==> src/rtl/icache_pkg.sv <==
// Shared definitions for the instruction cache controller.
//   state_t      : controller FSM states
//   LINE_BITS    : refill line width (four 32-bit words)
//   OFFSET_BITS  : word-offset field width inside a line
//   helpers      : address-field positions and word selection
package icache_pkg;

  typedef enum logic [1:0] {
    IDLE   = 2'd0,
    MISS   = 2'd1,
    REFILL = 2'd2
  } state_t;

  localparam int ADDR_BITS   = 32;
  localparam int WORD_BITS   = 32;
  localparam int LINE_BITS   = 128;
  localparam int OFFSET_BITS = 2;
  localparam int OFFSET_LSB  = 2;
  localparam int INDEX_LSB   = OFFSET_LSB + OFFSET_BITS;

  function automatic logic [WORD_BITS-1:0] sel_word(input logic [LINE_BITS-1:0] line,
                                                    input logic [OFFSET_BITS-1:0] off);
    return line[{off, 5'b00000} +: WORD_BITS];
  endfunction

endpackage

==> src/rtl/icache_array.sv <==
// Tag / valid / data storage for the direct-mapped instruction cache.
//   clk_i, rst_i         : clock, synchronous active-high reset (clears valid bits)
//   clr_i                : invalidate every line at this edge
//   rd_idx_i             : lookup index; rd_valid_o/rd_tag_o/rd_data_o are combinational
//   wr_en_i, wr_idx_i,
//   wr_tag_i, wr_data_i  : line install; sets the line valid at this edge
// An install in the same cycle as clr_i still leaves the installed line valid.
module icache_array
  import icache_pkg::*;
#(
  parameter int NUM_LINES = 16,
  parameter int IDX_BITS  = $clog2(NUM_LINES),
  parameter int TAG_BITS  = ADDR_BITS - INDEX_LSB - IDX_BITS
) (
  input  logic                 clk_i,
  input  logic                 rst_i,
  input  logic                 clr_i,
  input  logic [IDX_BITS-1:0]  rd_idx_i,
  output logic                 rd_valid_o,
  output logic [TAG_BITS-1:0]  rd_tag_o,
  output logic [LINE_BITS-1:0] rd_data_o,
  input  logic                 wr_en_i,
  input  logic [IDX_BITS-1:0]  wr_idx_i,
  input  logic [TAG_BITS-1:0]  wr_tag_i,
  input  logic [LINE_BITS-1:0] wr_data_i
);

  logic [NUM_LINES-1:0] valid_q;
  logic [TAG_BITS-1:0]  tag_q  [NUM_LINES];
  logic [LINE_BITS-1:0] data_q [NUM_LINES];

  always_ff @(posedge clk_i) begin
    if (rst_i) begin
      valid_q <= '0;
    end else begin
      if (clr_i) valid_q <= '0;
      // placed after the clear so an in-flight install survives a flush
      if (wr_en_i) valid_q[wr_idx_i] <= 1'b1;
    end
  end

  always_ff @(posedge clk_i) begin
    if (wr_en_i) begin
      tag_q[wr_idx_i]  <= wr_tag_i;
      data_q[wr_idx_i] <= wr_data_i;
    end
  end

  assign rd_valid_o = valid_q[rd_idx_i];
  assign rd_tag_o   = tag_q[rd_idx_i];
  assign rd_data_o  = data_q[rd_idx_i];

endmodule

==> src/rtl/icache_ctrl.sv <==
// Direct-mapped instruction cache controller with blocking single-line refill.
//   clk_i, rst_i       : clock, synchronous active-high reset
//   req_i, addr_i      : fetch request and word-aligned PC
//   flush_i            : invalidate all lines (a same-cycle hit is still served)
//   instr_o, stall_o   : fetched word (0 unless served) and fetch-not-served
//   mem_req_o,
//   mem_addr_o         : refill request and 16-byte aligned line address
//   mem_ack_i,
//   mem_data_i         : single-cycle refill response, word 0 in [31:0]
//   hit_cnt_o,
//   miss_cnt_o         : hit / miss counters, present only with ICACHE_STATS_EN
//
// state  | meaning
// IDLE   | lookups served; a miss latches the line address and stalls
// MISS   | refill requested; waits for mem_ack_i, then installs the line
// REFILL | one bubble so the retried lookup sees the installed line
module icache_ctrl
  import icache_pkg::*;
#(
  parameter int NUM_LINES = 16
) (
  input  logic                 clk_i,
  input  logic                 rst_i,
  input  logic                 req_i,
  input  logic [ADDR_BITS-1:0] addr_i,
  input  logic                 flush_i,
  output logic [WORD_BITS-1:0] instr_o,
  output logic                 stall_o,
  output logic                 mem_req_o,
  output logic [ADDR_BITS-1:0] mem_addr_o,
  input  logic                 mem_ack_i,
  input  logic [LINE_BITS-1:0] mem_data_i
`ifdef ICACHE_STATS_EN
  ,
  output logic [31:0]          hit_cnt_o,
  output logic [31:0]          miss_cnt_o
`endif
);

  localparam int IDX_BITS = $clog2(NUM_LINES);
  localparam int TAG_BITS = ADDR_BITS - INDEX_LSB - IDX_BITS;

  state_t state_q, state_d;
  logic [ADDR_BITS-INDEX_LSB-1:0] miss_line_q;

  logic                 rd_valid;
  logic [TAG_BITS-1:0]  rd_tag;
  logic [LINE_BITS-1:0] rd_data;
  logic                 hit;
  logic                 miss_start;
  logic                 wr_en;
  logic                 unused_addr_bits;

  assign unused_addr_bits = ^addr_i[OFFSET_LSB-1:0];

  icache_array #(
    .NUM_LINES (NUM_LINES)
  ) u_array (
    .clk_i      (clk_i),
    .rst_i      (rst_i),
    .clr_i      (flush_i),
    .rd_idx_i   (addr_i[INDEX_LSB +: IDX_BITS]),
    .rd_valid_o (rd_valid),
    .rd_tag_o   (rd_tag),
    .rd_data_o  (rd_data),
    .wr_en_i    (wr_en),
    .wr_idx_i   (miss_line_q[IDX_BITS-1:0]),
    .wr_tag_i   (miss_line_q[IDX_BITS +: TAG_BITS]),
    .wr_data_i  (mem_data_i)
  );

  always_ff @(posedge clk_i) begin
    if (rst_i) begin
      state_q     <= IDLE;
      miss_line_q <= '0;
    end else begin
      state_q <= state_d;
      if (miss_start) miss_line_q <= addr_i[ADDR_BITS-1:INDEX_LSB];
    end
  end

  always_comb begin
    state_d    = state_q;
    hit        = 1'b0;
    miss_start = 1'b0;
    wr_en      = 1'b0;
    stall_o    = 1'b1;
    instr_o    = '0;
    mem_req_o  = 1'b0;
    mem_addr_o = '0;
    case (state_q)
      IDLE: begin
        hit        = req_i && rd_valid && (rd_tag == addr_i[ADDR_BITS-1 -: TAG_BITS]);
        miss_start = req_i && !hit;
        stall_o    = miss_start;
        if (hit) instr_o = sel_word(rd_data, addr_i[OFFSET_LSB +: OFFSET_BITS]);
        if (miss_start) state_d = MISS;
      end
      MISS: begin
        mem_req_o  = 1'b1;
        mem_addr_o = {miss_line_q, 4'b0000};
        // a reset in the ack cycle aborts the refill without installing
        wr_en      = mem_ack_i && !rst_i;
        if (mem_ack_i) state_d = REFILL;
      end
      REFILL: state_d = IDLE;
      default: state_d = IDLE;
    endcase
  end

`ifdef ICACHE_STATS_EN
  always_ff @(posedge clk_i) begin
    if (rst_i) begin
      hit_cnt_o  <= '0;
      miss_cnt_o <= '0;
    end else begin
      if (hit)        hit_cnt_o  <= hit_cnt_o + 32'd1;
      if (miss_start) miss_cnt_o <= miss_cnt_o + 32'd1;
    end
  end
`endif

endmodule

==> config.mk <==
export PLATFORM = sky130hd
export DESIGN_NAME = icache_ctrl
export DESIGN_NICKNAME = d
export VERILOG_FILES = /design/src/rtl/icache_pkg.sv /design/src/rtl/icache_array.sv /design/src/rtl/icache_ctrl.sv
export SDC_FILE = /design/constraint.sdc
export NUM_CORES = 2
export LEC_CHECK = 0
export BUFFER_PORTS_ARGS = -buffer_cell sky130_fd_sc_hd__buf_2
export CORE_UTILIZATION = 40
export CTS_BUF_LIST = sky130_fd_sc_hd__clkbuf_4
export DETAILED_ROUTE_END_ITERATION = 10
export PLACE_DENSITY = 0.68
export SYNTH_ARGS = -nofsm -noshare
export SYNTH_HDL_FRONTEND = slang
export SYNTH_SLANG_ARGS = --single-unit
==> constraint.sdc <==
create_clock -name clk_i -period 16.9 [get_ports clk_i]
set_input_delay 4.225 -clock clk_i [delete_from_list [all_inputs] [get_ports clk_i]]
set_output_delay 4.225 -clock clk_i [all_outputs]
set_load 0.01 [all_outputs]
==> flow_metrics.py <==
metrics = {
    "logic_synthesis": {
        "yosys_warnings": 0,
        "synth_seq_cells": 2478,
        "yosys.area.top_type": "edfxtp_1",
        "synth_area_leaders": "edfxtp_1, mux4_2, dfxtp_1",
        "synthCells": 3860,
        "yosysUniqueCellTypes": 46,
        "synth_top_flop_cell": "edfxtp_1",
        "seq_area_frac_synth_pct": 77.83,
        "syn_area_um2": 95020,
        "synth_top_area_share_pct": 76.86,
        "synth-edff-count": 2432,
        "synthArstFlopShare_pct": 0,
        "syn_avg_cell_area_um2": 24.62,
    },
    "finish": {
        "register_area_um2": 73950,
        "multi_input_area_um2": 20030,
        "nets": 4712,
        "final_common_cell": "edfxtp_1",
        "area_growth_pct": 12.75,
        "drive_gt1_share_pct": 40.18,
        "fillCellCount": 19520,
        "layout_common_cells": "edfxtp_1, clkbuf_4, mux4_2",
    },
    "timing": {
        "rsz0062_at_grt": "no",
        "finClkSkew_ns": 0.1248,
        "tightest_slew_ns": 1.168,
        "max_slew_margin_pct": 22.13,
        "period_share_pct": 79.92,
        "setup_viol": 0,
        "finalSetupTns_ns": 0,
        "drv_slew": 0,
        "whs_ns": 0.4615,
        "max_freq_ghz": 0.07404,
        "hold_violations": 0,
        "post-route-min-period_ns": 13.51,
    },
    "detailed_routing": {
        "wl_per_cell_um": 26.71,
        "drc": 0,
        "drt_iter0_drc": 4044,
        "drtAntennaViolNets": 0,
        "vias": 44430,
        "vias_per_cell": 5.467,
        "dr.pass1.iters": 5,
        "routed_wirelength_mm": 217.1,
    },
    "pwr": {
        "internal-power_mw": 9.462,
        "p_switching_mw": 2.594,
        "switching_share_pct": 21.52,
        "leakage_nw": 34.25,
        "p_per_area_nw_per_um2": 112.5,
        "peakVddDrop_mv": 0.07943,
        "total_power_mw": 12.06,
        "seq_power_share_pct": 56.3,
        "power_frac_comb_pct": 4.6,
        "power.share.clock_pct": 39.1,
    },
    "clocking": {
        "insertion_delay_ns": 1.39,
        "post_cts_buffers": 0,
        "ctsHtreeMaxLevel": 6,
        "clk_pin_slew_ns": 0.08,
        "root_buffer": "clkbuf_4",
        "clockBufferDepth": 4,
        "clock-sinks": 2478,
        "ctsResizeCount": 0,
        "cts_made_buffers": 604,
        "hold_buffers": 0,
        "tritoncts": "built",
    },
    "floorplanning": {
        "initial_core_util_pct": 40.33,
        "rows": 178,
        "die_x_um": 489.4,
        "fp.coreArea_um2": 235600,
        "die_area_um2": 239500,
        "io_pins": 231,
        "fp.dieH_um": 489.4,
    },
    "placement": {
        "place.gp.congestion": 0.7490,
        "io_buffers": 224,
        "place_hpwl_mm": 113.8,
    },
    "hold_path": {
        "hold_path_class": "flip-flop to flip-flop",
    },
    "setup_path": {
        "path_max_fanout": 70,
        "worstPathArrival_ns": 9.28,
        "crit_type": "input port to output pin",
        "start_kind": "input port",
        "cp.required_ns": 12.68,
        "cp-end-kind": "output pin",
    },
    "grt": {
        "grt_pass1_wl_mm": 315.4,
        "gr-total-overflow": 0,
        "antenna_found_initial": 83,
        "grtUsageTotal_pct": 18.19,
        "grt_pass1_vias": 46710,
        "grt_max_degree": 163,
    },
    "outcome": {
        "status": "completed",
    },
    "run": {
        "max_cap_viol_count": 0,
    },
}
==> registers in the layout (all words and copies together), names as in the netlist <==
register	count
u_array.tag_q	384
state_q	2
miss_line_q	28
u_array.data_q	2048
u_array.valid_q	16
==> worst paths after layout <==
| path | slack [ns] | cells past startpoint | startpoint | endpoint |
|---|---|---|---|---|
| worst min register to register | 0.46 | 2 | u_array.valid_q[12]$_SDFF_PP0_ | u_array.valid_q[12]$_SDFF_PP0_ |
| worst max register to register | 12.09 | 7 | state_q[0]$_SDFFE_PP0P_ | u_array.data_q[3][13]$_DFFE_PP_ |
| worst min-delay path | 0.46 | 2 | u_array.valid_q[12]$_SDFF_PP0_ | u_array.valid_q[12]$_SDFF_PP0_ |
| worst max-delay path | 3.39 | 11 | addr_i[5] | instr_o[30] |
==> metal layers <==
| layer | part of all wire, % | vias up | track usage [%] | wire (um) |
|---|---|---|---|---|
| li1 | - | 18460 | - | - |
| met1 | 41 | 23790 | 23.94 | 88080 |
| met2 | 49 | 1744 | 29.28 | 106900 |
| met3 | 7.7 | 374 | 4.851 | 16670 |
| met4 | 2.3 | 64 | 6.181 | 4969 |
| met5 | 0.18 | - | 0 | 392 |
==> Yosys cell counts, drive strengths merged (14+ instances only) <==
cell type,count
a21oi,21
and2,30
buf,131
clkbuf,75
dfxtp,46
edfxtp,2432
inv,17
mux2,14
mux2i,75
mux4,762
nand2,33
nand2b,64
nor2,20
nor2b,39
xor2,21
==> power by group through the flow <==
stage                     Combinational (mW)  Clock [mW]  Sequential [mW]
after CTS                              0.559        4.84             6.79
after global routing                   0.585        5.13             6.79
after global placement                 0.549           0             6.92
after detailed placement               0.558           0             6.93
after floorplan                        0.347           0             6.92
final                                  0.550        4.71             6.79
==> stage by stage <==
step           utilization [%]  cells  setup slack (ns)  area, um2
4_1_cts                  45.44   8098             3.317     107100
3_3_place_gp             42.36   7091             3.326      99820
2_1_floorplan                -   3863            0.9083      95030
5_1_grt                  45.45   8113             3.110     107100
6_report                 45.47   8127             3.393     107100
3_5_place_dp             42.36   7091             3.361      99820
==> worst max-delay path, cell delays in order <==
cell and delay (ns):
buf_8 0.53, buf_4 0.94, mux2_2 0.42, o22ai_1 0.24
or3_1 0.17, o311ai_0 0.13, a2111oi_0 0.57, and4_1 0.44
nand3_4 0.64, a211oi_2 0.67, buf_2 0.22
==> logic make-up after synthesis <==
logic type,count (synthesis),synth area share [%]
AO/OA/AOI/OAI,65,0.4398
XOR/XNOR,32,0.2950
buffers and inverters,223,1.179
flip-flops,2478,77.83
multiplexers,851,19.02
other,1,0.003947
AND/OR/NAND/NOR,210,1.239
==> area by class of cell <==
type                    count  share of cell area [%]
repair buffers            284                   1.651
well taps                3150                   3.679
inverters                  17                  0.1226
diodes                     29                 0.06773
clock inverters           139                  0.6785
clock buffers             868                   6.082
flip-flops and latches   2478                   69.02
multi-input cells        1162                   18.70
No activity file was read; power rests on OpenSTA's default activity.
